File: config.mk
export PLATFORM = sky130hd
export DESIGN_NAME = key_rewind
export DESIGN_NICKNAME = d
export VERILOG_FILES = /design/src/rtl/key_rewind.sv
export SDC_FILE = /design/constraint.sdc
export NUM_CORES = 1
export LEC_CHECK = 0
export ABC_AREA = 1
export ABC_CLOCK_PERIOD_IN_PS = 6370
export CORE_MARGIN = 2
export CORE_UTILIZATION = 33
export CTS_BUF_LIST = sky130_fd_sc_hd__clkbuf_16
export CTS_CLUSTER_DIAMETER = 60
export DETAILED_ROUTE_END_ITERATION = 6
export PLACE_DENSITY = 0.6
export SLEW_MARGIN = 25
export SYNTH_ARGS = -nofsm -noshare
export SYNTH_HDL_FRONTEND = slang
export SYNTH_SLANG_ARGS = --single-unit
File: constraint.sdc
create_clock -name clk -period 6.37 [get_ports clk]
set_clock_uncertainty 0.15 [all_clocks]
set_input_delay 1.274 -clock clk [delete_from_list [all_inputs] [get_ports clk]]
set_output_delay 1.274 -clock clk [all_outputs]
set_load 0.01 [all_outputs]
File: src/rtl/key_rewind.sv
// rtl/key_rewind.sv - inverse AES-128 key schedule, round keys 10 down to 0, one per clock
// Optional KEY_REWIND_BANK_EN adds an 11-entry round-key bank readable through rd_idx/rd_key.

package aes_model_pack;
  localparam int ROUND_COUNT = 10;
  typedef logic [127:0] byte_table;

  localparam logic [2047:0] SBOX = {
    128'h637c777bf26b6fc53001672bfed7ab76, 128'hca82c97dfa5947f0add4a2af9ca472c0,
    128'hb7fd9326363ff7cc34a5e5f171d83115, 128'h04c723c31896059a071280e2eb27b275,
    128'h09832c1a1b6e5aa0523bd6b329e32f84, 128'h53d100ed20fcb15b6acbbe394a4c58cf,
    128'hd0efaafb434d338545f9027f503c9fa8, 128'h51a3408f929d38f5bcb6da2110fff3d2,
    128'hcd0c13ec5f974417c4a77e3d645d1973, 128'h60814fdc222a908846eeb814de5e0bdb,
    128'he0323a0a4906245cc2d3ac629195e479, 128'he7c8376d8dd54ea96c56f4ea657aae08,
    128'hba78252e1ca6b4c6e8dd741f4bbd8b8a, 128'h703eb5664803f60e613557b986c11d9e,
    128'he1f8981169d98e949b1e87e9ce5528df, 128'h8ca1890dbfe6426841992d0fb054bb16
  };

  function automatic logic [7:0] sbox(input logic [7:0] b);
    return SBOX[8 * (255 - int'(b)) +: 8];
  endfunction
endpackage

module key_rewind #(
  parameter int ROUNDS = aes_model_pack::ROUND_COUNT
) (
  input  logic                     clk,
  input  logic                     rst,
  input  aes_model_pack::byte_table last_key,
  input  logic                     start,
  output logic                     busy,
  output logic                     key_valid,
  output aes_model_pack::byte_table round_key,
  output logic [3:0]               round_idx,
  output logic                     done,
  input  logic [3:0]               rd_idx,
  output logic [127:0]             rd_key
);

  if (ROUNDS != 10) begin : g_rounds_check
    $error("key_rewind supports only ROUNDS = 10");
  end

  localparam logic [3:0] LAST_IDX = 4'(ROUNDS);

  typedef enum logic {IDLE, RUN} state_t;

  state_t       state, next_state;
  logic [127:0] key_reg;
  logic [3:0]   idx_reg;

  function automatic logic [7:0] rcon(input logic [3:0] r);
    case (r)
      4'd10:   return 8'h36;
      4'd9:    return 8'h1b;
      4'd8:    return 8'h80;
      4'd7:    return 8'h40;
      4'd6:    return 8'h20;
      4'd5:    return 8'h10;
      4'd4:    return 8'h08;
      4'd3:    return 8'h04;
      4'd2:    return 8'h02;
      4'd1:    return 8'h01;
      default: return 8'h00;
    endcase
  endfunction

  // Undo one expansion round: recover w1..w3 by XOR, then w0 from the recovered w3.
  function automatic logic [127:0] rewind_step(input logic [127:0] k, input logic [3:0] r);
    logic [31:0] w0, w1, w2, w3, p3, rot, sub;
    {w0, w1, w2, w3} = k;
    p3  = w3 ^ w2;
    rot = {p3[23:0], p3[31:24]};
    sub = {aes_model_pack::sbox(rot[31:24]), aes_model_pack::sbox(rot[23:16]),
           aes_model_pack::sbox(rot[15:8]),  aes_model_pack::sbox(rot[7:0])};
    return {w0 ^ sub ^ {rcon(r), 24'h0}, w1 ^ w0, w2 ^ w1, p3};
  endfunction

  always_ff @(posedge clk or negedge rst) begin
    if (!rst) state <= IDLE;
    else      state <= next_state;
  end

  always_comb begin
    next_state = state;
    case (state)
      IDLE:    if (start) next_state = RUN;
      RUN:     if (idx_reg == 4'd0) next_state = IDLE;
      default: next_state = IDLE;
    endcase
  end

  always_ff @(posedge clk or negedge rst) begin
    if (!rst) begin
      key_reg <= '0;
      idx_reg <= '0;
    end else if (state == IDLE && start) begin
      key_reg <= last_key;
      idx_reg <= LAST_IDX;
    end else if (state == RUN && idx_reg != 4'd0) begin
      key_reg <= rewind_step(key_reg, idx_reg);
      idx_reg <= idx_reg - 4'd1;
    end
  end

  assign key_valid = (state == RUN);
  assign busy      = (state == RUN);
  assign done      = (state == RUN) && (idx_reg == 4'd0);
  assign round_key = key_reg;
  assign round_idx = idx_reg;

`ifdef KEY_REWIND_BANK_EN
  logic [127:0] bank [0:10];

  always_ff @(posedge clk or negedge rst) begin
    if (!rst) begin
      for (int i = 0; i < 11; i++) bank[i] <= '0;
      rd_key <= '0;
    end else begin
      if (key_valid) bank[idx_reg] <= key_reg;
      rd_key <= (rd_idx <= 4'd10) ? bank[rd_idx] : '0;
    end
  end
`else
  logic unused_rd_idx;
  assign unused_rd_idx = ^rd_idx;
  assign rd_key        = '0;
`endif

endmodule

-- Word-level counts from Yosys, hierarchy flattened
Memories as Yosys holds them, arrays and structs flattened.
Cells that the tools add are included.
- shift-type cells: 4
- reductions and logical operators: 6
- add/sub/neg operators: 5
- bitwise logic cells: 6
- mux-type cells: 9
- operators by type and width (cell ; number):
    indexed part select 2048 x 12 -> 8 bit, first input constant ; 4
    2-to-1 mux 128 bit ; 2
    XOR 32 bit ; 5
    subtractor 8 x 8 -> 9 bit, first input constant ; 4
    2-to-1 mux 8 bit ; 2
    2-to-1 mux 4 bit ; 2
    zero test 4 bit ; 1
    nonzero test 4 bit ; 1
    subtractor 4 x 1 -> 4 bit, second input constant ; 1
    logical AND 1 bit ; 3
    2-to-1 mux 1 bit ; 2
    case mux 1 bit (2 select lines) ; 1
    nonzero test 2 bit ; 1
    inverter 1 bit ; 1
- register bits: 133
- memories: 1
- bits of input ports: 135
- logic and storage cells: 34
- memory bits (read-only): 128
- output and inout port bits: 263
- memory list (name ; depth ; width ; read ports ; clocked after Yosys merged registers in ; write ports ; line ; text):
    (name not given) ; 16 ; 8 ; 1 ; 0 ; 0 ; 53 ; case (r)

-- Logic depth before layout (Yosys ltp)
- word-level depth: 7
- mapped depth: 19
- depth with buffers taken out: 19

-- Worst setup path after synthesis
No wires, ideal clock.
- path kind: in2reg
- start point: in start
- end point: reg key_reg[36] (netlist: round_key[36])
- required time: 6074 ps
- path slack: 3878 ps
- cell stages on the path: 7
- arrival: 2196 ps
- cells stage by stage: nand2_1 > inv_2 > nor2_4 > inv_1 > buf_2 > buf_1 > a22oi_1
- longest elaborated chain between the ends: 2
- RTL lines (what ; line ; text):
    from (decl) ; 30 ; input logic start,
    logical AND 1 bit * ; 97 ; end else if (state == IDLE && start) begin
    2-to-1 mux 128 bit / nonzero test 2 bit (equally long branches) ; -- ;
    to (signal assigned) ; 98 ; key_reg <= last_key;
    to (signal assigned) ; 101 ; key_reg <= rewind_step(key_reg, idx_reg);
    to (decl) ; 49 ; logic [127:0] key_reg;
Mark *: on every way between the ends. The rest lies on a longest branch, timed or not.
A chain may end at the register's enable or synchronous reset.

-- Final worst setup path
- start point: reg key_reg[52] (netlist: round_key[52])
- end point: reg key_reg[124] (netlist: round_key[124])
- longest elaborated chain between the ends: 7
- RTL lines (what ; line ; text):
    XOR 32 bit ; 72 ; p3 = w3 ^ w2;
    subtractor 8 x 8 -> 9 bit ; 20 ; return SBOX[8 * (255 - int'(b)) +: 8];
    indexed part select 2048 x 12 -> 8 bit ; 20 ;
    XOR 32 bit (2 in a row) ; 76 ; return {w0 ^ sub ^ {rcon(r), 24'h0}, w1 ^ w0, w2 ^ w1, p3};
    2-to-1 mux 128 bit ; 100 ; end else if (state == RUN && idx_reg != 4'd0) begin
    2-to-1 mux 128 bit ; 97 ;
Every way passes these cells. The select of a mux whose other input is x is not followed.

==> impl_metrics.env <==
export IMPL_outcome="finished clean"
export IMPL_setup_viol=0
export IMPL_dp_hpwl_mm=62.92
export IMPL_clockRootBuffer="clkbuf_16"
export IMPL_crit_fanout=65
export IMPL_gr_usage_all_layers=0.2820
export IMPL_antenna_found_initial=4
export IMPL_initial_utilization=0.3323
export IMPL_slew_headroom=0.2910
export IMPL_die_area_sq_um=62540
export IMPL_drt_first_iter_violations=4141
export IMPL_end_kind="flop"
export IMPL_core_area_sq_um=60130
export IMPL_io_pins=398
export IMPL_mostFrequentLayoutCells="nand3_1 (1174), nand2_1 (1085), clkdlybuf4s50_1 (264), nor2_1 (207), inv_1 (137)"
export IMPL_synth_top_flop_cell="dfrtp_1"
export IMPL_r2r_start="round_key[52]"
export IMPL_h_tree_depth=4
export IMPL_insertion_delay_ps=510
export IMPL_setup_worst_path_start_class="flop"
export IMPL_numCtsBuffers=17
export IMPL_syn_inst=3591
export IMPL_grt_pass1_wl_mm=139.1
export IMPL_drt_wl_total_mm=91.96
export IMPL_synth_edf_count=0
export IMPL_hold_slack_ps=402.6
export IMPL_cts_sinks=133
export IMPL_synthArstFlopShare=1.000
export IMPL_drive_gt1_frac=0.04347
export IMPL_rsz0062_at_grt="no"
export IMPL_area_growth_pct=15.22
export IMPL_wl_per_cell_um=20.60
export IMPL_ys_types=35
export IMPL_cts_tree="yes"
export IMPL_min_path_type="reg -> reg"
export IMPL_gr_total_overflow=0
export IMPL_grt_max_degree=100
export IMPL_ff2ff_path_depth=13
export IMPL_via_count=26010
export IMPL_ys_ff_latch=133
export IMPL_reg2reg_to="round_key[124]"
export IMPL_grt_pass1_vias=22840
export IMPL_cp_endpoint="round_key[124]"
export IMPL_hold_viol_final=0
export IMPL_worstMarginPinSlew_ps=1058
export IMPL_rrSetupSlack_ps=2580
export IMPL_cp_data_required_time_ps=6610
export IMPL_die_height_um=250.1
export IMPL_cts_setup_buffers=0
export IMPL_portBuffers=265
export IMPL_routed_via_density=5.826
export IMPL_yosysSeqAreaShare=0.1666
export IMPL_netlist_area_sq_um=19980
export IMPL_cts_buffer_depth=2
export IMPL_place_gp_congestion=1.054
export IMPL_maxCapViolations=0
export IMPL_cts_hold_buf=0
export IMPL_die_w_um=250.1
export IMPL_drv_slew=0
export IMPL_fmax_mhz=263.5
export IMPL_final_common_cell="nand3_1"
export IMPL_antenna_left=0
export IMPL_path_clk_slew_ps=70
export IMPL_row_count=90
export IMPL_setup_tns_ps=0
export IMPL_dr_pass1_iters=7
export IMPL_cts_resized=0
export IMPL_startpoint="round_key[52]"
export IMPL_nets=3862
export IMPL_route_detailed_drc=0
export IMPL_ys_warn_count=0
export IMPL_syn_area_per_cell_sq_um=5.565
export IMPL_period_share=0.5957
export IMPL_min_period_ps=3794
export IMPL_cp_arrival_ps=4040
export IMPL_path_class="reg -> reg"
how the worst min path moves through the flow:
stage / from / endpoint / slack (ps) / depth (start not counted)
2_1_floorplan: round_key[12] / round_key[12] / 420 / 2
3_3_place_gp: round_key[31] / round_key[31] / 380 / 2
3_5_place_dp: round_key[7] / round_key[7] / 390 / 2
4_1_cts: round_key[7] / round_key[7] / 410 / 2
5_1_grt: round_key[27] / round_key[27] / 450 / 2
6_report: round_key[7] / round_key[7] / 400 / 2
metal layers:
metal,vias up,share of wire,track usage
met5,-,0.00026,0
met4,4,0.051,0.1422
met3,300,0.12,0.06329
met2,1831,0.42,0.4146
met1,11830,0.41,0.3859
li1,12050,-,-
state kept, by name, summed over array words and instances, names as in the netlist:
signal     cells
busy           1
round_key    128
round_idx      4
cell type report:
| cell class | instances | area (sq um) |
|---|---|---|
| clock buffers | 17 | 425.4 |
| repair buffers | 300 | 2940 |
| diodes | 2 | 5.005 |
| well taps | 782 | 978.4 |
| flip-flops and latches | 133 | 3328 |
| inverters | 164 | 619.3 |
| clock inverters | 14 | 128.9 |
| fillers | 6728 | 37110 |
| multi-input cells | 3053 | 14600 |
kinds of logic (layout without fill, tap and decap cells):
group	count (synthesis)	count (layout)	synth area share
buf+inv	532	495	0.1340
flops	133	133	0.1666
simple gates	2564	2564	0.5681
compound gates	279	279	0.08209
fa+ha+maj	58	58	0.03632
xor+xnor	24	24	0.01277
other cells	1	130	0.0001877
synth_stat cells (4+ instances only):
cell type / instances / area (sq um)
o221a_2: 8 / 90.09
ha_1: 58 / 725.7
xnor2_2: 4 / 65.06
dfrtp_1: 133 / 3328
a32oi_1: 12 / 105.1
buf_4: 145 / 1089
o211ai_1: 11 / 82.58
xor2_1: 7 / 61.31
nand2_1: 1092 / 4099
clkbuf_1: 102 / 382.9
o22ai_1: 32 / 200.2
nor2_1: 207 / 777.0
a31oi_1: 4 / 25.02
buf_2: 91 / 455.4
nand3_1: 1174 / 5876
or2_2: 7 / 43.79
o21ai_0: 84 / 420.4
nand4_1: 37 / 231.5
nand2_2: 35 / 219.0
buf_1: 27 / 101.4
xnor2_1: 11 / 96.34
a22oi_1: 29 / 217.7
a21oi_1: 96 / 480.5
nand3b_1: 6 / 45.04
inv_1: 139 / 521.8
clkinv_1: 9 / 33.78
inv_2: 16 / 60.06
metrics by stage:
stage          setup WS [ps]  utilization  cells  instance area [sq um]
5_1_grt                 2288       0.3829   4465                  23020
2_1_floorplan           3878            -   3718                  20460
4_1_cts                 2623       0.3823   4462                  22990
6_report                2576       0.3829   4465                  23020
3_5_place_dp            2292       0.3730   4431                  22430
3_3_place_gp            2336       0.3729   4431                  22420
worst max-delay path, stage by stage (launching register included):
cell and delay [ps]:
dfrtp_1 570, xnor2_2 150, buf_4 600, clkinv_2 930, nand3_1 410, nand3_1 200
nand3_1 130, nand3_1 140, nand2_1 110, nand2_1 50, nand2_1 50, nand2_1 40
nand2_1 90, nand2_1 50
Power is left out: the tool's default activity adds up to more than one toggle a clock period on the data nets, which glitch-free logic cannot reach.
